`src/rtl/uart_tx_arbiter.sv`:
```
// Round-robin, packet-locked arbiter sharing one UART transmitter among NUM_REQ byte streams.
// Optional idle-lock release is compiled in with `define UART_ARB_TIMEOUT_EN.
module uart_tx_arbiter #(
  parameter int NUM_REQ        = 4,
  parameter int DATA_WIDTH     = 8,
  parameter int TIMEOUT_CYCLES = 1024
) (
  input  logic                          clk,
  input  logic                          reset_n,
  input  logic                          ena,
  input  logic [NUM_REQ-1:0]            req_valid,
  input  logic [NUM_REQ*DATA_WIDTH-1:0] req_data,
  input  logic [NUM_REQ-1:0]            req_last,
  output logic [NUM_REQ-1:0]            req_ready,
  output logic [DATA_WIDTH-1:0]         tx_data,
  output logic                          tx_valid,
  input  logic                          tx_ready,
  output logic [NUM_REQ-1:0]            grant,
  output logic                          busy,
  output logic                          timeout_pulse
);

  localparam int IDX_W = $clog2(NUM_REQ);

  typedef enum logic [1:0] {IDLE, LOAD, SEND} state_e;

  state_e                state_q, state_d;
  logic [IDX_W-1:0]      cur_q, cur_d;
  logic [IDX_W-1:0]      last_winner_q, last_winner_d;
  logic [NUM_REQ-1:0]    grant_q, grant_d;
  logic                  busy_q, busy_d;
  logic [DATA_WIDTH-1:0] tx_data_q, tx_data_d;
  logic                  tx_valid_q, tx_valid_d;
  logic                  out_last_q, out_last_d;

  logic                  win_found;
  logic [IDX_W-1:0]      win_idx;
  int                    scan_idx;
  logic                  cur_valid, cur_last;
  logic [DATA_WIDTH-1:0] cur_data;
  logic                  req_xfer, tx_xfer, timeout_hit;

  assign cur_valid = req_valid[cur_q];
  assign cur_last  = req_last[cur_q];
  assign cur_data  = req_data[int'(cur_q)*DATA_WIDTH +: DATA_WIDTH];

  assign req_xfer  = ena & (state_q == LOAD) & cur_valid;
  assign tx_xfer   = ena & tx_valid_q & tx_ready;

  assign req_ready = (reset_n && ena && state_q == LOAD) ? (NUM_REQ'(1) << cur_q) : '0;

  // Rotating priority: the requester just after the previous winner is looked at first.
  always_comb begin
    win_found = 1'b0;
    win_idx   = last_winner_q;
    scan_idx  = 0;
    for (int k = 1; k <= NUM_REQ; k++) begin
      scan_idx = int'(last_winner_q) + k;
      if (scan_idx >= NUM_REQ) scan_idx = scan_idx - NUM_REQ;
      if (!win_found && req_valid[scan_idx[IDX_W-1:0]]) begin
        win_found = 1'b1;
        win_idx   = scan_idx[IDX_W-1:0];
      end
    end
  end

  always_ff @(posedge clk) begin
    if (!reset_n) begin
      state_q       <= IDLE;
      cur_q         <= '0;
      last_winner_q <= IDX_W'(NUM_REQ-1);
      grant_q       <= '0;
      busy_q        <= 1'b0;
      tx_data_q     <= '0;
      tx_valid_q    <= 1'b0;
      out_last_q    <= 1'b0;
    end else begin
      state_q       <= state_d;
      cur_q         <= cur_d;
      last_winner_q <= last_winner_d;
      grant_q       <= grant_d;
      busy_q        <= busy_d;
      tx_data_q     <= tx_data_d;
      tx_valid_q    <= tx_valid_d;
      out_last_q    <= out_last_d;
    end
  end

  always_comb begin
    state_d = state_q;
    if (ena) begin
      unique case (state_q)
        IDLE: if (win_found) state_d = LOAD;
        LOAD: begin
          if (req_xfer)         state_d = SEND;
          else if (timeout_hit) state_d = IDLE;
        end
        SEND: if (tx_xfer) state_d = out_last_q ? IDLE : LOAD;
        default: state_d = IDLE;
      endcase
    end
  end

  always_comb begin
    cur_d         = cur_q;
    last_winner_d = last_winner_q;
    grant_d       = grant_q;
    tx_data_d     = tx_data_q;
    tx_valid_d    = tx_valid_q;
    out_last_d    = out_last_q;
    if (ena) begin
      unique case (state_q)
        IDLE: begin
          if (win_found) begin
            cur_d   = win_idx;
            grant_d = NUM_REQ'(1) << win_idx;
          end
        end
        LOAD: begin
          if (req_xfer) begin
            tx_data_d  = cur_data;
            out_last_d = cur_last;
            tx_valid_d = 1'b1;
          end else if (timeout_hit) begin
            grant_d       = '0;
            last_winner_d = cur_q;
          end
        end
        SEND: begin
          if (tx_xfer) begin
            tx_valid_d = 1'b0;
            if (out_last_q) begin
              last_winner_d = cur_q;
              grant_d       = '0;
            end
          end
        end
        default: ;
      endcase
    end
    busy_d = |grant_d;
  end

  assign tx_data  = tx_data_q;
  assign tx_valid = tx_valid_q;
  assign grant    = grant_q;
  assign busy     = busy_q;

`ifdef UART_ARB_TIMEOUT_EN
  localparam int CNT_W = $clog2(TIMEOUT_CYCLES) + 1;

  logic [CNT_W-1:0] tmo_cnt_q, tmo_cnt_d;
  logic             timeout_pulse_q, timeout_pulse_d;

  assign timeout_hit = ena & (state_q == LOAD) & ~cur_valid
                     & (tmo_cnt_q == CNT_W'(TIMEOUT_CYCLES-1));

  // Counts only stalled LOAD cycles; any other state rearms it for the next LOAD entry.
  always_comb begin
    tmo_cnt_d       = tmo_cnt_q;
    timeout_pulse_d = timeout_pulse_q;
    if (ena) begin
      timeout_pulse_d = timeout_hit;
      if (state_q != LOAD)  tmo_cnt_d = '0;
      else if (timeout_hit) tmo_cnt_d = '0;
      else if (!cur_valid)  tmo_cnt_d = tmo_cnt_q + CNT_W'(1);
    end
  end

  always_ff @(posedge clk) begin
    if (!reset_n) begin
      tmo_cnt_q       <= '0;
      timeout_pulse_q <= 1'b0;
    end else begin
      tmo_cnt_q       <= tmo_cnt_d;
      timeout_pulse_q <= timeout_pulse_d;
    end
  end

  assign timeout_pulse = timeout_pulse_q;
`else
  assign timeout_hit   = 1'b0;
  assign timeout_pulse = 1'b0;
`endif

endmodule

```
`config.mk`:
```
export PLATFORM = sky130hd
export DESIGN_NAME = uart_tx_arbiter
export DESIGN_NICKNAME = d
export VERILOG_FILES = /design/src/rtl/uart_tx_arbiter.sv
export SDC_FILE = /design/constraint.sdc
export NUM_CORES = 1
export LEC_CHECK = 0
export BUFFER_PORTS_ARGS = -buffer_cell sky130_fd_sc_hd__buf_2
export CAP_MARGIN = 20
export CORE_UTILIZATION = 30
export CTS_BUF_LIST = sky130_fd_sc_hd__clkbuf_16
export CTS_CLUSTER_SIZE = 10
export DETAILED_ROUTE_END_ITERATION = 7
export PLACE_DENSITY = 0.64
export RECOVER_POWER = 25
export SETUP_SLACK_MARGIN = 0.05
export SYNTH_ARGS = -nofsm -noshare
export SYNTH_HDL_FRONTEND = slang
export SYNTH_SLANG_ARGS = --single-unit
export TNS_END_PERCENT = 30
```
`constraint.sdc`:
```
create_clock -name clk -period 2.4 [get_ports clk]
set_clock_uncertainty 0.2 [all_clocks]
set_input_delay 0.48 -clock clk [delete_from_list [all_inputs] [get_ports clk]]
set_output_delay 0.48 -clock clk [all_outputs]
set_load 0.02 [all_outputs]
```
After elaboration in Yosys (flattened, before gate mapping)
Index checks and enable logic that the tools add are counted.

Register bits after elaboration: 21. Input bits: 44. Logic and storage cells: 91.

Add/subtract/negate cells: 8. $lt $le $gt $ge: 9. Eq/ne operators: 5. Shifts and indexed selects: 3. Muxes and demuxes: 38. Bitwise gates (word level): 4. Reductions and logical operators: 16.

Operators with widths (number): indexed part select 32 x 6 -> 8 bit (1); 2-to-1 mux 2 bit (11); 2-to-1 mux 4 bit (5); less-than comparator 2 x 3 -> 1 bit (second input constant) (5); 2-to-1 mux 1 bit (13); binary-select mux 1 bit (select 2 bit) (6); AND reduction 4 bit (3); greater-or-equal comparator 3 bit (second input constant) (3); case mux 4 bit (2 select lines) (1); << shifter 1 x 2 -> 4 bit (first input constant) (2); subtractor 2 x 1 -> 2 bit (second input constant) (4); adder 2 x 2 -> 3 bit (second input constant) (2); inequality test 2 bit (second input constant) (3); case mux 2 bit (3 select lines) (1); AND reduction 3 bit (2); logical AND 1 bit (5); adder 2 x 3 -> 4 bit (second input constant) (1); AND 1 bit (4); greater-or-equal comparator 4 x 3 -> 1 bit (second input constant) (1); OR reduction 4 bit (1); adder 2 x 1 -> 3 bit (second input constant) (1); logical NOT 1 bit (3); equality test 2 x 1 -> 1 bit (second input constant) (1); equality test 2 bit (second input constant) (1); other kinds (3) (3).

Depth between registers and ports, before layout
Depth after elaboration: 20. Gate-level depth with buffers: 6.

Worst setup path before layout
OpenSTA, ideal clock, no wires.

Path type: input to output. Start: input reset_n. End: output req_ready[0]. Arrival time: 1.243 ns. Data required time: 1.720 ns. Setup slack: 0.477 ns. Stages on the path: 2. Cell sequence: and4b_1 -> nor3b_1.

Cells in the longest elaborated chain, start to end: 3.

Ends and longest elaborated chain: start, declared (line 9) `input logic reset_n,`; logical AND 1 bit (2 in a row) (line 50) `assign req_ready = (reset_n && ena && state_q == LOAD) ? (NUM_REQ'(1) << cur_q) : '0;`; 2-to-1 mux 4 bit (line 50); end, declared (line 14) `output logic [NUM_REQ-1:0] req_ready,`.

No other way between the ends.

Worst setup path after layout
Start: register state_q[1]. End: output req_ready[0].

Cells in the longest elaborated chain, start to end: 3.

Ends and longest elaborated chain: start, declared (line 27) `state_e state_q, state_d;`; start signal, assigned (line 78) `state_q <= state_d;`; equality test 2 x 1 -> 1 bit (line 50); logical AND 1 bit (line 50); 2-to-1 mux 4 bit (line 50).

No other way between the ends.

==> metrics.txt <==
status=finished, final reports clean; setup violators final=0; final setup margin=around 370 ps; share of the synthesized area in the top cell type=33.80%; Synth area leaders=dfxtp_1 (34%), mux4_1 (11%), mux2i_1 (10%); global-route wire length before repair=approximately 4300 um; Via density=~5; GRT Total Usage=about an eighth; largest family of logic cells by synthesized area=multiplexers; Setup Fix Bufs, Post-CTS=0; Die H=66.39 um; Yosys warning total=0; CTS Hold Buffers Added=0; drt drc=0; antenna-violating nets left=0; Pint=about 0.7 mW; clock latency on the worst-skew pair=roughly 250 ps; Compound-Gate Fraction of Synth Area=10.06%; Comb power frac=about a fifth; XOR/XNOR share of the synthesized area=0%; Cells after Synth=116; crit end category=primary output; crit path launch type=flip-flop; area grow syn2layout=32.60%; Nets=between 200 and 250; gpl congestion=roughly 0.73; PostCTS Resize Cnt=0; PD cells=roughly 550 nW/um^2; Detail Placement HPWL=around 2200 um; Initial DRC Count=17; Mapped Avg Cell Area=between 10 and 15 um^2; Synth area leader=dfxtp_1; Post-Layout Cell Count=approximately 230; Switching Power=between 0.2 and 0.25 mW; H-tree depth=1; Inserted Diodes=0; kind of critical path=flip-flop to primary output; Die X=66.39 um; area occupied by multi-input gates=763.2 um^2; Mapped Area=between 1000 and 1500 um^2; average wire per standard cell=12.48 um; Hold Fails Final Rpt=0; most common cell after layout, fill and taps aside=buf_2; crit path max fanout=8; TritonCTS Buffers=3; most frequent cells in the layout=buf_2 (52), dfxtp_1 (21), mux2i_1 (13); Worst Hold Class=flip-flop to flip-flop; die area=around 4400 um^2; total power=approximately 0.90 mW; largest net degree at the start of global routing=24; sequential share of power=42.1%; Simple-Gate Fraction of Synth Area=between 20% and 30%; Placed Instances=roughly 220; Final Cycle Share=between 80% and 90%; post-synthesis register bit count=21; Peak VDD IR=~240 uV; Seq/Total Area, Yosys=roughly 34%; CTS tree=built; post-synthesis cell type count=32; layout cells sized above 1=between 30 and 40%; clk sinks=21; final slew viol count=0; vias after detailed routing=about 1100; vias in the first global route=a little under 1000; Tmin final=just over 2000 ps; row cnt=23; clock tree buffer depth=2; sequential standard cell area=between 400 and 500 um^2; initial antenna violation count=0; WP data required=1720 ps; DRT Pass-1 Iters=4; WL final=roughly 2800 um; Core Area=between 4000 and 5000 um^2; clock share of power=a little under two fifths; starting density of the core=between 30% and 40%; Synth Area in Adders=0%; Setup WS pre-CTS=345.0 ps; multiplexer area fraction after synthesis=a little under a third; max_cap viols=0; total negative slack=0 ps; fill count=between 300 and 400; Clock Tree Root=clkbuf_16; P_leak=approximately 0.77 nW; global route total overflow=0; Net Sw Frac=23.93%; Clk pin slew, worst setup/hold paths=50 ps; Ports=63; Max Freq=between 400 and 500 MHz; RSZ-0062 raised after global routing=no; Arrival @ worst endpoint=between 1000 and 1500 ps; total nets after synthesis=160; Buffers on Ports=61
==> cells in the mapped netlist, drive strengths merged <==
library cell / number
o21a: 1
inv: 2
or3: 1
mux2i: 13
a32o: 4
a31oi: 1
dfxtp: 21
conb: 1
a21o: 1
nor3b: 1
nand3: 1
and3: 2
buf: 3
nand2b: 4
a21boi: 3
and4b: 1
a21oi: 3
mux4: 10
nor4: 2
nor2b: 10
o22ai: 1
clkbuf: 6
nand3b: 2
o21ai: 4
and3b: 2
nand2: 6
nand4b: 1
nor2: 5
nor3: 4
==> critical path, stage by stage, from the launching register on <==
cell and delay (ps):
dfxtp_1 370, and4b_1 360, nor3b_1 180, buf_2 190
==> per-layer routing <==
metal | GRT usage (%) | up-vias | share of wire, %
met1 | 16.39 | 519 | 44
met4 | 2.394 | 0 | 0.61
met5 | 0 | - | 0
met3 | 2.241 | 2 | 5.6
li1 | - | 552 | -
met2 | 21.94 | 35 | 50
==> metrics by stage <==
stage               cell area [um^2]  hold slack, ps  utilization [%]
floorplan                       1244           288.5                -
global placement                1582           294.7            39.54
detailed placement              1582           306.5            39.54
CTS                             1660           314.5            41.51
global route                    1649           348.8            41.23
finish                          1649           313.9            41.23
==> power groups by stage <==
stage / clock network, mW / registers, mW / logic, mW
after floorplan: 0 / 0.396 / 0.111
after global placement: 0 / 0.385 / 0.185
after detailed placement: 0 / 0.386 / 0.186
after CTS: 0.343 / 0.378 / 0.187
after global routing: 0.362 / 0.381 / 0.202
final: 0.337 / 0.379 / 0.183
==> flip-flops by register name, indices dropped and copies added, names as in the netlist <==
register	flops
last_winner_q	2
grant	4
cur_q	2
state_q	2
busy	1
tx_data	8
tx_valid	1
out_last_q	1
==> cell families (layout without fill, tap and decap cells) <==
family	after synthesis	in the layout
and+or+nand+nor	42	42
DFF	21	21
muxes	23	23
other	1	1
AOI/OAI and AO/OA	18	18
buffers and inverters	11	70
==> final timing paths <==
check | depth (start not counted) | start | slack (ps) | to
min reg2reg | 2 | tx_valid | 310 | tx_valid
max reg2reg | 4 | cur_q[0] | 520 | tx_data[3]
max | 3 | state_q[1] | 370 | req_ready[0]
min | 2 | tx_valid | 310 | tx_valid
==> final cells by class <==
class	instances	area share, %
flip-flops and latches	21	25.49
inverters	2	0.4552
clock buffers	3	4.552
repair buffers	64	19.20
well taps	50	3.794
clock inverters	1	0.2276
multi-input cells	84	46.28
No activity file was read; power rests on OpenSTA's default activity.
